`src/rtl/spi_pkg.sv`:
```
// Shared constants for the SPI MMIO controller: register offsets, status bit
// positions and the shift-engine state encoding.
package spi_pkg;

   localparam logic [7:0] SCKDIV = 8'h00;
   localparam logic [7:0] CSMODE = 8'h18;
   localparam logic [7:0] LOOP   = 8'h40;
   localparam logic [7:0] TXDATA = 8'h48;
   localparam logic [7:0] RXDATA = 8'h4c;

   localparam int TX_FULL_BIT    = 31;
   localparam int RX_EMPTY_BIT   = 31;
   localparam int RX_OVERRUN_BIT = 30;
   localparam int CSMODE_BIT     = 1;
   localparam int LOOP_BIT       = 0;

   typedef enum logic [2:0] {
      IDLE = 3'd0,
      LOAD = 3'd1,
      LOW  = 3'd2,
      HIGH = 3'd3,
      DONE = 3'd4
   } spi_state_e;

endpackage

```
`src/rtl/spi_mmio_ctrl_if.sv`:
```
// Request/response bus between the system interconnect and the SPI controller.
// The controller is always ready; each request gets a response one cycle later.
interface spi_mmio_ctrl_if;
   logic        rq_en;
   logic [7:0]  rq_addr;
   logic        rq_iswrite;
   logic [31:0] rq_data;
   logic        rs_en;
   logic [31:0] rs_data;

   modport master (output rq_en, rq_addr, rq_iswrite, rq_data, input rs_en, rs_data);
   modport slave  (input rq_en, rq_addr, rq_iswrite, rq_data, output rs_en, rs_data);
endinterface

```
`src/rtl/spi_mmio_ctrl_byte_fifo.sv`:
```
// Byte FIFO with first-word fall-through read. Push while full and pop while
// empty are ignored; flags reflect the count before the current cycle.
module byte_fifo #(
   parameter int LG_FIFO = 3
) (
   input  logic       clk,
   input  logic       resetn,
   input  logic       push,
   input  logic [7:0] push_data,
   input  logic       pop,
   output logic [7:0] pop_data,
   output logic       full,
   output logic       empty
);

   localparam int DEPTH = 1 << LG_FIFO;

   logic [LG_FIFO:0] wr_ptr;
   logic [LG_FIFO:0] rd_ptr;
   logic [7:0]       mem [DEPTH];

   // Extra pointer MSB distinguishes full from empty when the index bits match.
   assign empty    = (wr_ptr == rd_ptr);
   assign full     = (wr_ptr[LG_FIFO] != rd_ptr[LG_FIFO]) &&
                     (wr_ptr[LG_FIFO-1:0] == rd_ptr[LG_FIFO-1:0]);
   assign pop_data = mem[rd_ptr[LG_FIFO-1:0]];

   always_ff @(posedge clk or negedge resetn) begin
      if (!resetn) begin
         wr_ptr <= '0;
         rd_ptr <= '0;
      end else begin
         if (push && !full)
            wr_ptr <= wr_ptr + 1'b1;
         if (pop && !empty)
            rd_ptr <= rd_ptr + 1'b1;
      end
   end

   always_ff @(posedge clk) begin
      if (push && !full)
         mem[wr_ptr[LG_FIFO-1:0]] <= push_data;
   end

endmodule

```
`src/rtl/spi_mmio_ctrl.sv`:
```
// Memory-mapped mode-0 SPI master with TX/RX byte FIFOs and programmable SCK divider.
// Build option SPI_LOOPBACK_EN adds the internal loopback register at offset 0x40.
//
// state | meaning
// IDLE  | waiting for a byte in the TX FIFO
// LOAD  | pop TX head into the shift register, present MSB
// LOW   | spi_clk low half-period
// HIGH  | spi_clk high half-period; input bit sampled on entry
// DONE  | push received byte into RX (or flag overrun)
module spi_mmio_ctrl
   import spi_pkg::*;
#(
   parameter int                LG_FIFO   = 3,
   parameter int                DIV_W     = 12,
   parameter logic [DIV_W-1:0]  DIV_RESET = '0
) (
   input  logic            clk,
   input  logic            resetn,
   spi_mmio_ctrl_if.slave  bus,
   output logic            spi_clk,
   output logic            spi_mosi,
   input  logic            spi_miso,
   output logic            spi_csn,
   output logic            busy
);

   spi_state_e state, state_nxt;

   logic [DIV_W-1:0] sckdiv, cnt;
   logic [7:0]       shreg, rxshreg, tx_head, rx_head;
   logic [3:0]       bitcnt;
   logic             csmode, overrun, miso_bit;
   logic             tx_full, tx_empty, rx_full, rx_empty;
   logic             tx_pop, rx_push, reload, do_load, do_sample, do_shift, bit_done;
   logic             rd, wr, tx_push, rx_pop;
   logic [31:0]      rd_mux;
   logic             expire;
   logic             unused_rq;

   assign rd        = bus.rq_en && !bus.rq_iswrite;
   assign wr        = bus.rq_en &&  bus.rq_iswrite;
   assign tx_push   = wr && (bus.rq_addr == TXDATA);
   assign rx_pop    = rd && (bus.rq_addr == RXDATA);
   assign expire    = (cnt == '0);
   assign busy      = (state != IDLE) || !tx_empty;
   assign unused_rq = ^bus.rq_data;

`ifdef SPI_LOOPBACK_EN
   logic loop_en;

   always_ff @(posedge clk or negedge resetn) begin
      if (!resetn)
         loop_en <= 1'b0;
      else if (wr && (bus.rq_addr == LOOP))
         loop_en <= bus.rq_data[LOOP_BIT];
   end

   assign miso_bit = loop_en ? spi_mosi : spi_miso;
   assign spi_csn  = loop_en | ~csmode;
`else
   assign miso_bit = spi_miso;
   assign spi_csn  = ~csmode;
`endif

   byte_fifo #(.LG_FIFO(LG_FIFO)) u_tx_fifo (
      .clk, .resetn, .push(tx_push), .push_data(bus.rq_data[7:0]), .pop(tx_pop),
      .pop_data(tx_head), .full(tx_full), .empty(tx_empty)
   );

   byte_fifo #(.LG_FIFO(LG_FIFO)) u_rx_fifo (
      .clk, .resetn, .push(rx_push), .push_data(rxshreg), .pop(rx_pop),
      .pop_data(rx_head), .full(rx_full), .empty(rx_empty)
   );

   always_ff @(posedge clk or negedge resetn) begin
      if (!resetn)
         state <= IDLE;
      else
         state <= state_nxt;
   end

   always_comb begin
      state_nxt = state;
      tx_pop    = 1'b0;
      rx_push   = 1'b0;
      reload    = 1'b0;
      do_load   = 1'b0;
      do_sample = 1'b0;
      do_shift  = 1'b0;
      bit_done  = 1'b0;
      case (state)
         IDLE: if (!tx_empty) state_nxt = LOAD;
         LOAD: begin
            tx_pop    = 1'b1;
            do_load   = 1'b1;
            reload    = 1'b1;
            state_nxt = LOW;
         end
         LOW: if (expire) begin
            reload    = 1'b1;
            do_sample = 1'b1;
            state_nxt = HIGH;
         end
         HIGH: if (expire) begin
            reload   = 1'b1;
            bit_done = 1'b1;
            if (bitcnt > 4'd1) begin
               do_shift  = 1'b1;
               state_nxt = LOW;
            end else begin
               state_nxt = DONE;
            end
         end
         DONE: begin
            rx_push   = 1'b1;
            state_nxt = tx_empty ? IDLE : LOAD;
         end
         default: state_nxt = IDLE;
      endcase
   end

   // Half-period timer: reloaded on every phase entry so divider writes land there.
   always_ff @(posedge clk or negedge resetn) begin
      if (!resetn) begin
         cnt      <= '0;
         shreg    <= '0;
         rxshreg  <= '0;
         bitcnt   <= '0;
         spi_mosi <= 1'b0;
         spi_clk  <= 1'b0;
      end else begin
         if (reload)
            cnt <= sckdiv;
         else if (!expire)
            cnt <= cnt - DIV_W'(1);
         if (do_load) begin
            shreg    <= tx_head;
            spi_mosi <= tx_head[7];
            bitcnt   <= 4'd8;
         end
         if (do_sample)
            rxshreg <= {rxshreg[6:0], miso_bit};
         if (bit_done)
            bitcnt <= bitcnt - 4'd1;
         if (do_shift) begin
            shreg    <= {shreg[6:0], 1'b0};
            spi_mosi <= shreg[6];
         end
         spi_clk <= (state_nxt == HIGH);
      end
   end

   always_comb begin
      rd_mux = '0;
      case (bus.rq_addr)
         SCKDIV: rd_mux[DIV_W-1:0]        = sckdiv;
         CSMODE: rd_mux[CSMODE_BIT]       = csmode;
         TXDATA: rd_mux[TX_FULL_BIT]      = tx_full;
         RXDATA: begin
            if (rx_empty) begin
               rd_mux[RX_EMPTY_BIT] = 1'b1;
            end else begin
               rd_mux[RX_OVERRUN_BIT] = overrun;
               rd_mux[7:0]            = rx_head;
            end
         end
`ifdef SPI_LOOPBACK_EN
         LOOP:   rd_mux[LOOP_BIT]         = loop_en;
`endif
         default: rd_mux = '0;
      endcase
   end

   always_ff @(posedge clk or negedge resetn) begin
      if (!resetn) begin
         sckdiv      <= DIV_RESET;
         csmode      <= 1'b0;
         overrun     <= 1'b0;
         bus.rs_en   <= 1'b0;
         bus.rs_data <= '0;
      end else begin
         if (wr && (bus.rq_addr == SCKDIV))
            sckdiv <= bus.rq_data[DIV_W-1:0];
         if (wr && (bus.rq_addr == CSMODE))
            csmode <= bus.rq_data[CSMODE_BIT];
         // A drop in the same cycle as a pop still reports overrun on the next read.
         if (rx_pop && !rx_empty)
            overrun <= 1'b0;
         if (rx_push && rx_full)
            overrun <= 1'b1;
         bus.rs_en   <= bus.rq_en;
         bus.rs_data <= rd ? rd_mux : 32'h0;
      end
   end

endmodule

```
`src/flat_wrapper.sv`:
```
// flat-port wrapper written by rule: the top's interface ports become plain ports
module spi_mmio_ctrl_flat import spi_pkg::*;
#(
   parameter int                LG_FIFO   = 3,
   parameter int                DIV_W     = 12,
   parameter logic [DIV_W-1:0]  DIV_RESET = '0
)
  (clk, resetn, spi_clk, spi_mosi, spi_miso, spi_csn, busy, bus_rq_en, bus_rq_addr, bus_rq_iswrite, bus_rq_data, bus_rs_en, bus_rs_data);
  spi_mmio_ctrl_if bus_i ();
  input  logic clk;
  input  logic resetn;
  output logic spi_clk;
  output logic spi_mosi;
  input  logic spi_miso;
  output logic spi_csn;
  output logic busy;
  input wire logic [$bits(bus_i.rq_en)-1:0] bus_rq_en;
  input wire logic [$bits(bus_i.rq_addr)-1:0] bus_rq_addr;
  input wire logic [$bits(bus_i.rq_iswrite)-1:0] bus_rq_iswrite;
  input wire logic [$bits(bus_i.rq_data)-1:0] bus_rq_data;
  output wire logic [$bits(bus_i.rs_en)-1:0] bus_rs_en;
  output wire logic [$bits(bus_i.rs_data)-1:0] bus_rs_data;
  assign bus_i.rq_en = bus_rq_en;
  assign bus_i.rq_addr = bus_rq_addr;
  assign bus_i.rq_iswrite = bus_rq_iswrite;
  assign bus_i.rq_data = bus_rq_data;
  assign bus_rs_en = bus_i.rs_en;
  assign bus_rs_data = bus_i.rs_data;
  spi_mmio_ctrl #(.LG_FIFO(LG_FIFO), .DIV_W(DIV_W), .DIV_RESET(DIV_RESET)) u_core (.clk(clk), .resetn(resetn), .bus(bus_i), .spi_clk(spi_clk), .spi_mosi(spi_mosi), .spi_miso(spi_miso), .spi_csn(spi_csn), .busy(busy));
endmodule
```
`config.mk`:
```
export PLATFORM = sky130hd
export DESIGN_NAME = spi_mmio_ctrl_flat
export DESIGN_NICKNAME = d
export VERILOG_FILES = /design/src/rtl/spi_pkg.sv /design/src/rtl/spi_mmio_ctrl_if.sv /design/src/rtl/spi_mmio_ctrl_byte_fifo.sv /design/src/rtl/spi_mmio_ctrl.sv /design/src/flat_wrapper.sv
export SDC_FILE = /design/constraint.sdc
export NUM_CORES = 1
export LEC_CHECK = 0
export CAP_MARGIN = 20
export CORE_ASPECT_RATIO = 1.25
export CORE_UTILIZATION = 62
export CTS_CLUSTER_DIAMETER = 100
export DETAILED_ROUTE_END_ITERATION = 8
export GPL_TIMING_DRIVEN = 0
export PLACE_DENSITY = 0.95
export SETUP_SLACK_MARGIN = 0.3
export SYNTH_ARGS = -nofsm -noshare
export SYNTH_HDL_FRONTEND = slang
export SYNTH_HIERARCHICAL = 1
export SYNTH_SLANG_ARGS = --single-unit
```
`constraint.sdc`:
```
create_clock -name clk -period 3.9 [get_ports clk]
set_input_delay 0.585 -clock clk [delete_from_list [all_inputs] [get_ports clk]]
set_output_delay 0.585 -clock clk [all_outputs]
set_load 0.01 [all_outputs]
```
==> summary.txt <==
GRT
  • Vias in the first global route: 5987
  • Grt ovf: 0
  • First-pass GRT wire length: between 30000 and 40000 µm
  • Total global-route track usage: 26.7%
  • Initial antenna violation count: 0
  • Largest net degree at the start of global routing: 61

STA
  • Setup-failing EPs final: 0
  • Final Cycle Share: roughly nine tenths
  • Worst hold slack: approximately 520 ps
  • Measured slew at the worst slew-check pin: 1050 ps
  • Min Tclk post-route: 3470 ps
  • Final Hold Vio Count: 0
  • Relative slew slack: 29.9%
  • Worst setup margin: 432 ps
  • Slew Limit Fails: 0
  • FMAX: 288 MHz
  • Fin Setup TNS: 0 ps
  • RSZ-0062 raised after global routing: no
  • Skew final: around 16 ps

Routing
  • Via Count: between 5000 and 6000
  • DRC violations left: 0
  • Drt wl/cell: 22.9 µm
  • Routed Antenna Nets: 0
  • Final wirelength: 20200 µm
  • DR vias/cell: 6.46
  • DR pass1 iterations: 5
  • DRT iter0 DRCs: between 400 and 500

Pwr
  • Switching Fraction: about a quarter
  • Power density over the cells: about 500 nW/µm²
  • Leakage: 4.29 nW
  • Clock share of power: 38.4%
  • Reg power frac: 48.2%
  • Internal: 4.06 mW
  • Logic pwr share: 13.4%
  • Tot Pwr: around 5.4 mW
  • NetSw: approximately 1.3 mW
  • Worst vdd ir: 329 µV

Min path
  • Hold WC Path Type: reg2reg
  • Worst hold start: u_core/shreg[4]

Final layout
  • Final core occ: approximately 74%
  • Synth-to-Final Area Change: 16.3%
  • Design area: 11000 µm²
  • Layout cells sized above 1: between 20 and 25%
  • Number of nets in the layout: 736
  • Post-Layout Cell Count: between 800 and 900
  • Number of diodes: 0
  • Filler cells: 852

Critical path
  • CP max-delay cell: nor4b_2
  • WP data arrival: 3570 ps
  • Crit end category: register
  • Timing startpoint of the critical path: bus_rq_addr[1]
  • Crit-path leading delay family: simple AND/OR/NAND/NOR gates
  • Crit Path Max Fanout: 8
  • CP cell instances: clkdlybuf4s50_1 -> or4_4 -> nor4_1 -> buf_2 -> nand2_1 -> nor4b_2
  • CP startpoint kind: input pin
  • Launch point of the worst reg-to-reg path: u_core/cnt[0]
  • Largest stage delay, worst path: 900 ps
  • CP required: around 4000 ps
  • Worst setup path class: in2reg
  • Critical path buffers and inverters: 2

Die
  • Core area: 15000 µm²
  • Total Die Area: ~16000 µm²
  • Boundary pin count: 82
  • Initial Util: 63.3%
  • Num rows: 50
  • Die height: 140 µm
  • Die X: 112 µm

Job
  • Max-cap violations: 0

Logic synthesis
  • Dominant synthesized flop cell: edfxtp_1
  • Yosys warns: 6
  • Synth cell types: 73
  • #FFs+latches synth: 209
  • Syn Area/Cell: between 15 and 20 µm²
  • Syn Inst Count: 591
  • Sequential fraction of the synthesis area: between 60% and 70%
  • Synthesized cell area: 9460 µm²
  • Post-synth EDFFs: 128
  • Async S/R FF share, synth: between 30% and 40%

CTS
  • Root Driver: clkbuf_16
  • Max clock buf depth: 3
  • Clock-pin slew of the registers on the worst-case setup and hold paths: 60 ps
  • Skew-Pair Late Insertion Delay: between 400 and 500 ps
  • Htree depth: 1
  • CTS Buf Count: 21
  • Post-CTS Setup Repair Bufs: 0
  • Sink Count: 209
  • CTS tree: yes

Placement
  • DPL Wire Length: 13800 µm
  • # port buffers: 43
  • Setup Slack @ Placement: between 70 and 80 ps
  • Dpl cells: 840
  • Dpl cell area: 10300 µm²
  • Gpl congestion: about 0.86

Run status
  • Outcome: complete, no violations
## synth_stat cells, types with 3 or more instances
cell | number | share of area, %
mux4_2 | 14 | 3.3
mux4_1 | 18 | 5.0
a32o_1 | 4 | 0.42
xnor2_1 | 16 | 1.5
nor4b_1 | 5 | 0.46
nand2b_1 | 3 | 0.20
edfxtp_1 | 128 | 41
buf_2 | 8 | 0.42
nand3_1 | 4 | 0.21
a21oi_1 | 8 | 0.42
buf_4 | 19 | 1.5
mux2i_1 | 3 | 0.32
mux2_2 | 30 | 3.6
and2_1 | 6 | 0.40
and3_1 | 4 | 0.26
buf_6 | 6 | 0.71
dfrtp_1 | 81 | 21
clkbuf_1 | 7 | 0.28
mux2_4 | 16 | 2.5
o41ai_1 | 3 | 0.28
or4_1 | 4 | 0.32
nor4_1 | 9 | 0.60
o311ai_1 | 4 | 0.37
inv_1 | 12 | 0.48
a22o_1 | 4 | 0.37
xor2_1 | 3 | 0.28
o41ai_2 | 4 | 0.69
nand4_1 | 11 | 0.73
ha_1 | 7 | 0.93
nor4_2 | 3 | 0.40
nor2_1 | 23 | 0.91
o311ai_0 | 6 | 0.56
nor3_1 | 9 | 0.48
a211oi_1 | 5 | 0.40
or3_1 | 4 | 0.26
o21ai_0 | 8 | 0.42
nand2_1 | 40 | 1.6
xor2_2 | 4 | 0.69
## worst reg2reg max path: cells and delay by family, from the launching register on
kind | cells | cell delay (ps)
simple gates | 3 | 1550
flops | 1 | 420
mux | 1 | 420
fa+ha+maj | 1 | 240
buf+inv | 1 | 80
## worst paths after layout
check	end	slack (ps)	cells after the start
worst max-delay path	u_core/u_tx_fifo/mem[5][6]	430	6
worst min-delay path	u_core/shreg[5]	520	1
worst max register to register	u_core/rxshreg[5]	1070	6
worst min register to register	u_core/shreg[5]	520	1
max in group asynchronous	u_core/shreg[1]	2750	3
min in group asynchronous	u_core/rxshreg[3]	530	2
## metal layers
metal  routed length, µm  vias up  track usage [%]
li1                    -     2466                -
met1                6920     2858             29.3
met2               11100      288             49.7
met3                1170       70             4.02
met4                 940        0             14.2
met5                   0        -                0
## cells by family (layout without fill, tap and decap cells)
family,count (synthesis),after routing,synth area share (%)
buffers and inverters,56,146,3.90
adders and majority gates,7,7,0.926
xor gates and xnor gates,25,25,3.03
muxes,83,83,15.0
DFF,209,209,62.1
other,1,18,0.0396
and+or+nand+nor,149,149,9.35
AOI/OAI and AO/OA,61,61,5.69
## cell type report
cell class	instances	area [µm²]	area share, %
plain buffers	43	320	2.91
clock buffers	26	544	4.95
clock inverters	11	158	1.43
inverters	13	48.8	0.444
multi-input cells	343	3310	30.1
flip-flops and latches	209	5870	53.4
well taps	182	228	2.07
repair buffers	53	513	4.66
## cells in the final DEF (no fill, tap or decap), types with 13 or more instances in the layout
cell type,netlist,final
dfrtp_1,81,81
buf_4,19,23
nor2_1,23,23
xnor2_1,16,16
mux2_4,16,16
edfxtp_1,128,128
clkbuf_16,0,21
conb_1,1,18
mux4_1,18,18
nand2_1,40,40
buf_2,8,13
mux4_2,14,14
clkdlybuf4s50_1,0,42
mux2_2,30,30
## what timing repair did
item	in CTS	in global routing
resized for setup	0	0
endpoints found under the hold margin	19	0
endpoints found under the setup margin	0	0
hold buffers	1	0
## flip-flops by register name, indices dropped and copies added (netlist names)
| name | cells |
|---|---|
| u_core/u_rx_fifo/mem | 64 |
| u_core/u_tx_fifo/mem | 64 |
| u_core/bus.rs_data | 14 |
| u_core/cnt | 12 |
| u_core/sckdiv | 12 |
| u_core/rxshreg | 8 |
| u_core/shreg | 7 |
| u_core/bitcnt | 4 |
| u_core/u_rx_fifo/rd_ptr | 4 |
| u_core/u_rx_fifo/wr_ptr | 4 |
| u_core/u_tx_fifo/rd_ptr | 4 |
| u_core/u_tx_fifo/wr_ptr | 4 |
| u_core/state | 3 |
| u_core/bus.rs_en | 1 |
| u_core/csmode | 1 |
| u_core/overrun | 1 |
| u_core/spi_clk | 1 |
| u_core/spi_mosi | 1 |
## power groups by stage
stage / Combinational (mW) / Sequential [mW] / Clock [mW]
4_1_cts: 0.714 / 2.58 / 2.09
3_3_place_gp: 0.654 / 2.61 / 0
2_1_floorplan: 0.504 / 2.60 / 0
6_report: 0.723 / 2.59 / 2.06
5_1_grt: 0.779 / 2.60 / 2.17
3_5_place_dp: 0.695 / 2.63 / 0
Power figures use the tool's default switching activity.
